### src/rtl/gbe_tx_pkg.sv
// Shared types and constants for the GbE UDP transmit framer.
// Latency: n/a (package only).
// Backpressure: n/a (package only).
package gbe_tx_pkg;

    typedef enum logic [2:0] {
        ST_IDLE,
        ST_CSUM,
        ST_HDR,
        ST_DATA,
        ST_PAD,
        ST_GAP
    } state_t;

    localparam int ETH_HDR_LEN = 14;
    localparam int IP_HDR_LEN  = 20;
    localparam int UDP_HDR_LEN = 8;
    localparam int HDR_LEN     = ETH_HDR_LEN + IP_HDR_LEN + UDP_HDR_LEN;  // 42
    localparam int MIN_FRAME   = 60;

    localparam logic [15:0] ETHERTYPE_IPV4 = 16'h0800;
    localparam logic [7:0]  IP_PROTO_UDP   = 8'h11;
    localparam logic [7:0]  IP_VER_IHL     = 8'h45;
    localparam logic [15:0] IP_FLAGS_DF    = 16'h4000;

    // Header fields in wire order; byte 0 of the frame is the MSB of this struct.
    typedef struct packed {
        logic [47:0] dst_mac;
        logic [47:0] src_mac;
        logic [15:0] ethertype;
        logic [7:0]  ver_ihl;
        logic [7:0]  tos;
        logic [15:0] total_len;
        logic [15:0] ident;
        logic [15:0] flags_frag;
        logic [7:0]  ttl;
        logic [7:0]  proto;
        logic [15:0] hdr_csum;
        logic [31:0] src_ip;
        logic [31:0] dst_ip;
        logic [15:0] src_port;
        logic [15:0] dst_port;
        logic [15:0] udp_len;
        logic [15:0] udp_csum;
    } hdr_t;

endpackage

### src/rtl/gbe_tx_ip_csum.sv
// Sequential IPv4 header checksum: 10 accumulate cycles then 2 end-around-carry folds.
// Latency: done pulses in the 12th cycle after start; csum is valid from the following cycle.
// Backpressure: none; operands must stay stable while busy, result held until the next start.
module gbe_tx_ip_csum
    import gbe_tx_pkg::*;
(
    input  logic        mac_clk,
    input  logic        mac_rst_n,
    input  logic        start,
    input  logic [15:0] ip_len,
    input  logic [15:0] ip_id,
    input  logic [7:0]  ttl,
    input  logic [31:0] src_ip,
    input  logic [31:0] dst_ip,
    output logic        done,
    output logic [15:0] csum
);

    logic [19:0] sum;
    logic [3:0]  step;
    logic        busy;
    logic [15:0] word;

    // Header word for the current step, checksum field taken as zero.
    always_comb begin
        word = 16'h0000;
        case (step)
            4'd0:    word = {IP_VER_IHL, 8'h00};
            4'd1:    word = ip_len;
            4'd2:    word = ip_id;
            4'd3:    word = IP_FLAGS_DF;
            4'd4:    word = {ttl, IP_PROTO_UDP};
            4'd5:    word = 16'h0000;
            4'd6:    word = src_ip[31:16];
            4'd7:    word = src_ip[15:0];
            4'd8:    word = dst_ip[31:16];
            4'd9:    word = dst_ip[15:0];
            default: word = 16'h0000;
        endcase
    end

    assign done = busy && (step == 4'd11);
    assign csum = ~sum[15:0];

    // Accumulate ten words, then fold the carry nibble back in twice.
    always_ff @(posedge mac_clk or negedge mac_rst_n) begin
        if (!mac_rst_n) begin
            sum  <= '0;
            step <= '0;
            busy <= 1'b0;
        end else if (start) begin
            sum  <= '0;
            step <= '0;
            busy <= 1'b1;
        end else if (busy) begin
            if (step < 4'd10) begin
                sum <= sum + {4'd0, word};
            end else begin
                sum <= {4'd0, sum[15:0]} + {16'd0, sum[19:16]};
            end
            step <= step + 4'd1;
            if (step == 4'd11) begin
                busy <= 1'b0;
            end
        end
    end

endmodule

### src/rtl/gbe_tx_framer.sv
// GbE UDP/IPv4 transmit framer: header + FWFT payload + zero pad to the MAC byte stream (optional GBE_TX_STATS_EN counters).
// Latency: first byte valid 13 cycles after the tx_ack accept cycle; IFG_CYCLES idle cycles after each frame.
// Backpressure: byte held until mac_tx_ack; payload popped only on transfer; empty payload FIFO mid-frame aborts with underrun.
module gbe_tx_framer
    import gbe_tx_pkg::*;
#(
    parameter int          IFG_CYCLES  = 12,
    parameter logic [7:0]  IP_TTL      = 8'h40,
    parameter int          MAX_PAYLOAD = 1472
) (
    input  logic        mac_clk,
    input  logic        mac_rst_n,
    input  logic        local_enable,
    input  logic [47:0] local_mac,
    input  logic [31:0] local_ip,
    input  logic [15:0] local_port,
    input  logic        tx_req,
    output logic        tx_ack,
    input  logic [47:0] tx_dst_mac,
    input  logic [31:0] tx_dst_ip,
    input  logic [15:0] tx_dst_port,
    input  logic [10:0] tx_len,
    input  logic [7:0]  pld_data,
    input  logic        pld_empty,
    output logic        pld_rd,
    output logic [7:0]  mac_tx_data,
    output logic        mac_tx_dvld,
    input  logic        mac_tx_ack,
    output logic        mac_tx_underrun,
    output logic        tx_badreq
`ifdef GBE_TX_STATS_EN
    ,
    output logic [31:0] tx_frame_cnt,
    output logic [15:0] tx_underrun_cnt
`endif
);

    state_t      state, state_d;
    logic        accept;
    logic        len_ok;
    logic        csum_done;
    logic [15:0] csum;

    logic [47:0] dst_mac_q, src_mac_q;
    logic [31:0] dst_ip_q, src_ip_q;
    logic [15:0] dst_port_q, src_port_q;
    logic [10:0] len_q;
    logic [15:0] id_q;
    logic [10:0] byte_cnt;
    logic [10:0] rem_q;
    logic [15:0] gap_cnt;

    logic [15:0] ip_len;
    logic [15:0] udp_len;
    hdr_t        hdr;
    logic [HDR_LEN*8-1:0] hdr_vec;
    logic [5:0]  hdr_rev;
    logic [7:0]  hdr_byte;
    logic        gap_last;

    assign len_ok   = (tx_len != 11'd0) && (tx_len <= 11'(MAX_PAYLOAD));
    assign ip_len   = 16'(IP_HDR_LEN + UDP_HDR_LEN) + {5'd0, len_q};
    assign udp_len  = 16'(UDP_HDR_LEN) + {5'd0, len_q};
    assign gap_last = (gap_cnt == 16'(IFG_CYCLES - 1));

    gbe_tx_ip_csum u_csum (
        .mac_clk   (mac_clk),
        .mac_rst_n (mac_rst_n),
        .start     (accept),
        .ip_len    (ip_len),
        .ip_id     (id_q),
        .ttl       (IP_TTL),
        .src_ip    (src_ip_q),
        .dst_ip    (dst_ip_q),
        .done      (csum_done),
        .csum      (csum)
    );

    // Assemble the 42-byte header from latched request fields.
    always_comb begin
        hdr            = '0;
        hdr.dst_mac    = dst_mac_q;
        hdr.src_mac    = src_mac_q;
        hdr.ethertype  = ETHERTYPE_IPV4;
        hdr.ver_ihl    = IP_VER_IHL;
        hdr.tos        = 8'h00;
        hdr.total_len  = ip_len;
        hdr.ident      = id_q;
        hdr.flags_frag = IP_FLAGS_DF;
        hdr.ttl        = IP_TTL;
        hdr.proto      = IP_PROTO_UDP;
        hdr.hdr_csum   = csum;
        hdr.src_ip     = src_ip_q;
        hdr.dst_ip     = dst_ip_q;
        hdr.src_port   = src_port_q;
        hdr.dst_port   = dst_port_q;
        hdr.udp_len    = udp_len;
        hdr.udp_csum   = 16'h0000;
    end

    assign hdr_vec  = hdr;
    assign hdr_rev  = 6'(HDR_LEN - 1) - byte_cnt[5:0];
    assign hdr_byte = hdr_vec[{hdr_rev, 3'b000} +: 8];

    // State register; reset drops dvld immediately since dvld decodes from state.
    always_ff @(posedge mac_clk or negedge mac_rst_n) begin
        if (!mac_rst_n) begin
            state <= ST_IDLE;
        end else begin
            state <= state_d;
        end
    end

    // Next state and all handshake/stream outputs.
    always_comb begin
        state_d         = state;
        accept          = 1'b0;
        tx_ack          = 1'b0;
        tx_badreq       = 1'b0;
        pld_rd          = 1'b0;
        mac_tx_data     = 8'h00;
        mac_tx_dvld     = 1'b0;
        mac_tx_underrun = 1'b0;
        case (state)
            ST_IDLE: begin
                if (tx_req && local_enable) begin
                    tx_ack = 1'b1;
                    if (len_ok) begin
                        accept  = 1'b1;
                        state_d = ST_CSUM;
                    end else begin
                        tx_badreq = 1'b1;
                    end
                end
            end
            ST_CSUM: begin
                if (csum_done) begin
                    state_d = ST_HDR;
                end
            end
            ST_HDR: begin
                mac_tx_dvld = 1'b1;
                mac_tx_data = hdr_byte;
                if (mac_tx_ack && (byte_cnt == 11'(HDR_LEN - 1))) begin
                    state_d = ST_DATA;
                end
            end
            ST_DATA: begin
                mac_tx_dvld = 1'b1;
                mac_tx_data = pld_data;
                if (mac_tx_ack) begin
                    if (pld_empty) begin
                        mac_tx_underrun = 1'b1;
                        state_d         = ST_GAP;
                    end else begin
                        pld_rd = 1'b1;
                        if (rem_q == 11'd1) begin
                            state_d = (len_q < 11'(MIN_FRAME - HDR_LEN)) ? ST_PAD : ST_GAP;
                        end
                    end
                end
            end
            ST_PAD: begin
                mac_tx_dvld = 1'b1;
                if (mac_tx_ack && (byte_cnt == 11'(MIN_FRAME - 1))) begin
                    state_d = ST_GAP;
                end
            end
            ST_GAP: begin
                if (gap_last) begin
                    state_d = ST_IDLE;
                end
            end
            default: state_d = ST_IDLE;
        endcase
    end

    // Latch destination and local identity at accept so the frame is self-consistent.
    always_ff @(posedge mac_clk or negedge mac_rst_n) begin
        if (!mac_rst_n) begin
            dst_mac_q  <= '0;
            src_mac_q  <= '0;
            dst_ip_q   <= '0;
            src_ip_q   <= '0;
            dst_port_q <= '0;
            src_port_q <= '0;
            len_q      <= '0;
        end else if (accept) begin
            dst_mac_q  <= tx_dst_mac;
            src_mac_q  <= local_mac;
            dst_ip_q   <= tx_dst_ip;
            src_ip_q   <= local_ip;
            dst_port_q <= tx_dst_port;
            src_port_q <= local_port;
            len_q      <= tx_len;
        end
    end

    // Frame byte index, remaining payload, gap timer and IP identification.
    always_ff @(posedge mac_clk or negedge mac_rst_n) begin
        if (!mac_rst_n) begin
            byte_cnt <= '0;
            rem_q    <= '0;
            gap_cnt  <= '0;
            id_q     <= '0;
        end else begin
            if (accept) begin
                byte_cnt <= '0;
                rem_q    <= tx_len;
            end else if (mac_tx_dvld && mac_tx_ack && !mac_tx_underrun) begin
                byte_cnt <= byte_cnt + 11'd1;
                if (state == ST_DATA) begin
                    rem_q <= rem_q - 11'd1;
                end
            end
            if (state == ST_GAP) begin
                gap_cnt <= gap_cnt + 16'd1;
                if (gap_last) begin
                    id_q <= id_q + 16'd1;
                end
            end else begin
                gap_cnt <= '0;
            end
        end
    end

`ifdef GBE_TX_STATS_EN
    // Saturating counters: clean frames on gap entry, aborts on each underrun pulse.
    always_ff @(posedge mac_clk or negedge mac_rst_n) begin
        if (!mac_rst_n) begin
            tx_frame_cnt    <= '0;
            tx_underrun_cnt <= '0;
        end else begin
            if ((state_d == ST_GAP) && (state != ST_GAP) && !mac_tx_underrun
                && (tx_frame_cnt != '1)) begin
                tx_frame_cnt <= tx_frame_cnt + 32'd1;
            end
            if (mac_tx_underrun && (tx_underrun_cnt != '1)) begin
                tx_underrun_cnt <= tx_underrun_cnt + 16'd1;
            end
        end
    end
`endif

endmodule

### config.mk
export PLATFORM = sky130hd
export DESIGN_NAME = gbe_tx_framer
export DESIGN_NICKNAME = d
export VERILOG_FILES = /design/src/rtl/gbe_tx_pkg.sv /design/src/rtl/gbe_tx_ip_csum.sv /design/src/rtl/gbe_tx_framer.sv
export SDC_FILE = /design/constraint.sdc
export NUM_CORES = 1
export LEC_CHECK = 0
export ABC_AREA = 1
export CAP_MARGIN = 20
export CORE_MARGIN = 3
export CORE_UTILIZATION = 60
export DETAILED_ROUTE_END_ITERATION = 7
export GPL_TIMING_DRIVEN = 0
export PLACE_DENSITY = 0.95
export SETUP_SLACK_MARGIN = 0.2
export SLEW_MARGIN = 15
export SYNTH_ARGS = -nofsm -noshare
export SYNTH_HDL_FRONTEND = slang
export SYNTH_SLANG_ARGS = --single-unit
### constraint.sdc
create_clock -name mac_clk -period 8.75 [get_ports mac_clk]
set_clock_uncertainty 0.2 [all_clocks]
set_input_delay 1.75 -clock mac_clk [delete_from_list [all_inputs] [get_ports mac_clk]]
set_output_delay 1.75 -clock mac_clk [all_outputs]
set_load 0.005 [all_outputs]
==> qor.csv <==
stage,metric,value,unit
run_status,status,finished with violations,
run_status,violations,DRC,
final_layout,multiInputGateArea,8930,um2
setup_path,startpoint_type,flop,
global_route,antenna_found_initial,0,
logic_synthesis,synth.area.mux_share,0.114,%
logic_synthesis,synth_ff_type,dfrtp_1,
logic_synthesis,synth_edf_count,0,
clocking,cts_tree,done,
sta,setup_viol,0,
detailed_routing,drtPass1Iterations,8,
logic_synthesis,synthesis.nets,2797,
global_route,grt_pass1_wl,109000,um
placement,hpwlAfterDp,53100,um
logic_synthesis,async_flop_share,100,%
detailed_routing,ant_nets,0,
logic_synthesis,syn_area,17500,um2
logic_synthesis,synth_most_common_cell,nand2_1,
power,leakagePower,10.7,nW
clocking,cts_buffers,30,
sta,timing.final.crit_share,77.4,%
logic_synthesis,synth_top_area_share,40.7,%
final_layout,fill_cells,2053,
setup_path,cp-startpoint,byte_cnt[1]$_DFFE_PN0P_,
clocking,clkLatencyLatePin,610,ps
final_layout,drive_gt1_share,6.79,%
min_path,min_path_type,flop to flop,
setup_path,cpMaxStageDelayCell,clkbuf_1,
setup_path,worst-path-buf-inv,5,
logic_synthesis,synth_seq_area_share,40.7,%
setup_path,critical_path_class,flop to output pin,
setup_path,critPathMaxStageDelay,710,ps
sta,hold_violations,0,
floorplanning,core_area,28200,um2
global_route,grt.overflow.total,0,
clocking,post-cts-setup-buffers,0,
setup_path,worst-endpoint-arrival,4830,ps
clocking,htree_levels,1,
placement,place_area,20400,um2
floorplanning,die_y,177,um
detailed_routing,dr_total_vias,19900,
floorplanning,num_rows,61,
min_path,hold_start,dst_mac_q[46]$_DFFE_PN0P_,
setup_path,critPathMaxFanout,11,
clocking,clock-sinks,285,
logic_synthesis,synth_top_family_by_area,simple AND/OR/NAND/NOR gates,
placement,port_buffers,229,
sta,maxSlewViolCount,0,
power,total_power,7.97,mW
logic_synthesis,ys_ff_latch,285,
placement,dp_cells,3151,
detailed_routing,remaining_drc_errors,8,
global_route,grt_pass1_vias,19200,
placement,globalplace.congestion,1.10,
detailed_routing,drt_iter0_drc,2967,
power,ir_worst_vdd,247,uV
final_layout,regArea,7130,um2
logic_synthesis,synth_fa_ha_area_share,2.87,%
floorplanning,dieArea,31300,um2
final_layout,fin_cells,3206,
logic_synthesis,yosys_warnings,0,
floorplanning,io_pins,230,
logic_synthesis,synthSimpleGateAreaFrac,36.3,%
detailed_routing,routed_via_density,6.20,
sta,fin_crit,6780,ps
sta,tightest_slew,963,ps
logic_synthesis,synth_xor_area_share,2.24,%
global_route,grt_use_total,45.9,%
logic_synthesis,syn_inst,2541,
setup_path,path_cells,inv_2 -> clkbuf_1 -> ha_1 -> inv_2 -> buf_1 -> nor2_1 -> o211ai_1 -> nand3_1 -> nand2_1 -> a21oi_1 -> nand3_1 -> nand2_1 -> clkdlybuf4s50_1,
detailed_routing,wl_per_cell,22.7,um
flow_run,maxCapViolCount,0,
global_route,grt_max_degree,106,
floorplanning,initial_utilization,62.0,%
setup_path,required,6800,ps
floorplanning,die_w,177,um
detailed_routing,wirelength,72600,um
sta,fmax,148,MHz
setup_path,r2r_start,u_csum.step[0]$_DFFE_PN0P_,
setup_path,crit_family,buffers and inverters,
clocking,cts.clk_slew.worst_paths,60,ps
final_layout,design_area,21400,um2
final_layout,syn_to_final_growth,22.4,%
setup_path,r2r_setup_slack,4570,ps
logic_synthesis,synth_commonest_cells,"1,133 x nand2_1, 285 x dfrtp_1, 208 x inv_1",
logic_synthesis,synth.area.top_cells,"dfrtp_1 41%, nand2_1 24%, nand3_1 4.6%",
clocking,hold_buffers,0,
logic_synthesis,synth_area_leader_cell,dfrtp_1,
clocking,cts_buffer_depth,3,
sta,slew_headroom,35.1,%
sta,fin_hold_ws,286,ps
logic_synthesis,ys_types,57,
final_layout,nNetsFinal,3061,
power,pwr_density_cell,372,nW/um2
logic_synthesis,syn_area_per_cell,6.89,um2
logic_synthesis,synth-compound-area-share,9.48,%
clocking,cts_root_buf,clkbuf_16,
sta,rsz0062_at_grt,false,
setup_path,crit_path_end_kind,output pin,
clocking,ctsResizeCount,0,
-- metrics by stage --
step | TNS [ps] | setup slack [ps] | util [%]
after floorplan | 0 | 4400 | -
final | 0 | 1970 | 75.9
after detailed placement | 0 | 2820 | 72.1
after CTS | 0 | 2200 | 75.8
after global placement | -1735330 | -6110 | 71.8
after global routing | 0 | 2010 | 75.8
-- final timing paths --
check / endpoint / depth (start not counted)
worst min register to register: dst_mac_q[46]$_DFFE_PN0P_ / 2
worst max-delay path: mac_tx_data[3] / 13
max in group asynchronous: byte_cnt[1]$_DFFE_PN0P_ / 3
worst min-delay path: dst_mac_q[46]$_DFFE_PN0P_ / 2
worst max register to register: u_csum.sum[13]$_DFFE_PN0P_ / 17
min in group asynchronous: u_csum.sum[16]$_DFFE_PN0P_ / 1
-- per-layer routing --
metal	GRT usage, %	wire (um)	vias up	share of wire [%]
met5	0	0	-	0
met4	28.6	5810	0	8.0
met3	10.7	8940	415	12
met2	72.7	32600	1655	45
met1	56.9	25300	9195	35
li1	-	-	8613	-
-- worst reg2reg max path, cell delays in order, from the launching register on --
cell and delay [ps]:
dfrtp_1 470, inv_1 110, ha_1 220, nand3_1 110, clkbuf_1 430, nor2_1 80
nor4_1 800, inv_1 110, ha_1 310, nand2_1 70, o21ai_1 370, nand2_1 140
nand2_1 150, nand3_1 100, nand3_1 90, nand3_1 130, nand2_1 110, nand2_1 60
-- kinds of logic after synthesis --
kind of cell    count (synthesis)
simple gates                 1554
buf+inv                       326
compound gates                294
flops                         285
xor+xnor                       41
fa+ha+maj                      39
mux                             2
-- state kept, by name (all words and copies together), names as in the netlist, 20 cells and up --
register    count
dst_mac_q      48
u_csum.sum     20
src_ip_q       32
src_mac_q      48
dst_ip_q       32
-- placed cells by master (no fill, tap or decap), types with 27 or more instances in the layout --
cell,n
nand2_1,1133
dfrtp_1,285
clkdlybuf4s50_1,228
inv_1,208
nand3_1,162
o21ai_0,148
nor2_1,145
a21oi_1,67
buf_2,49
ha_1,37
nand4_1,34
nor3_1,31
clkbuf_16,30
xor2_1,27
-- final cells by class --
class,count,area share (%)
Sequential cell,285,33.3
Inverter,225,3.97
Tap cell,378,2.21
Clock inverter,17,1.14
Timing Repair Buffer,232,11.1
Clock buffer,37,3.81
Antenna cell,1,0.0117
Multi-Input combinational cell,1930,41.7
Buffer,101,2.78
-- power by group --
group	switching, mW	internal [mW]
Clock	0.578	0.811
Sequential	0.509	1.86
Combinational	2.90	1.31
Note: power is estimated with default switching activity, not from simulation.
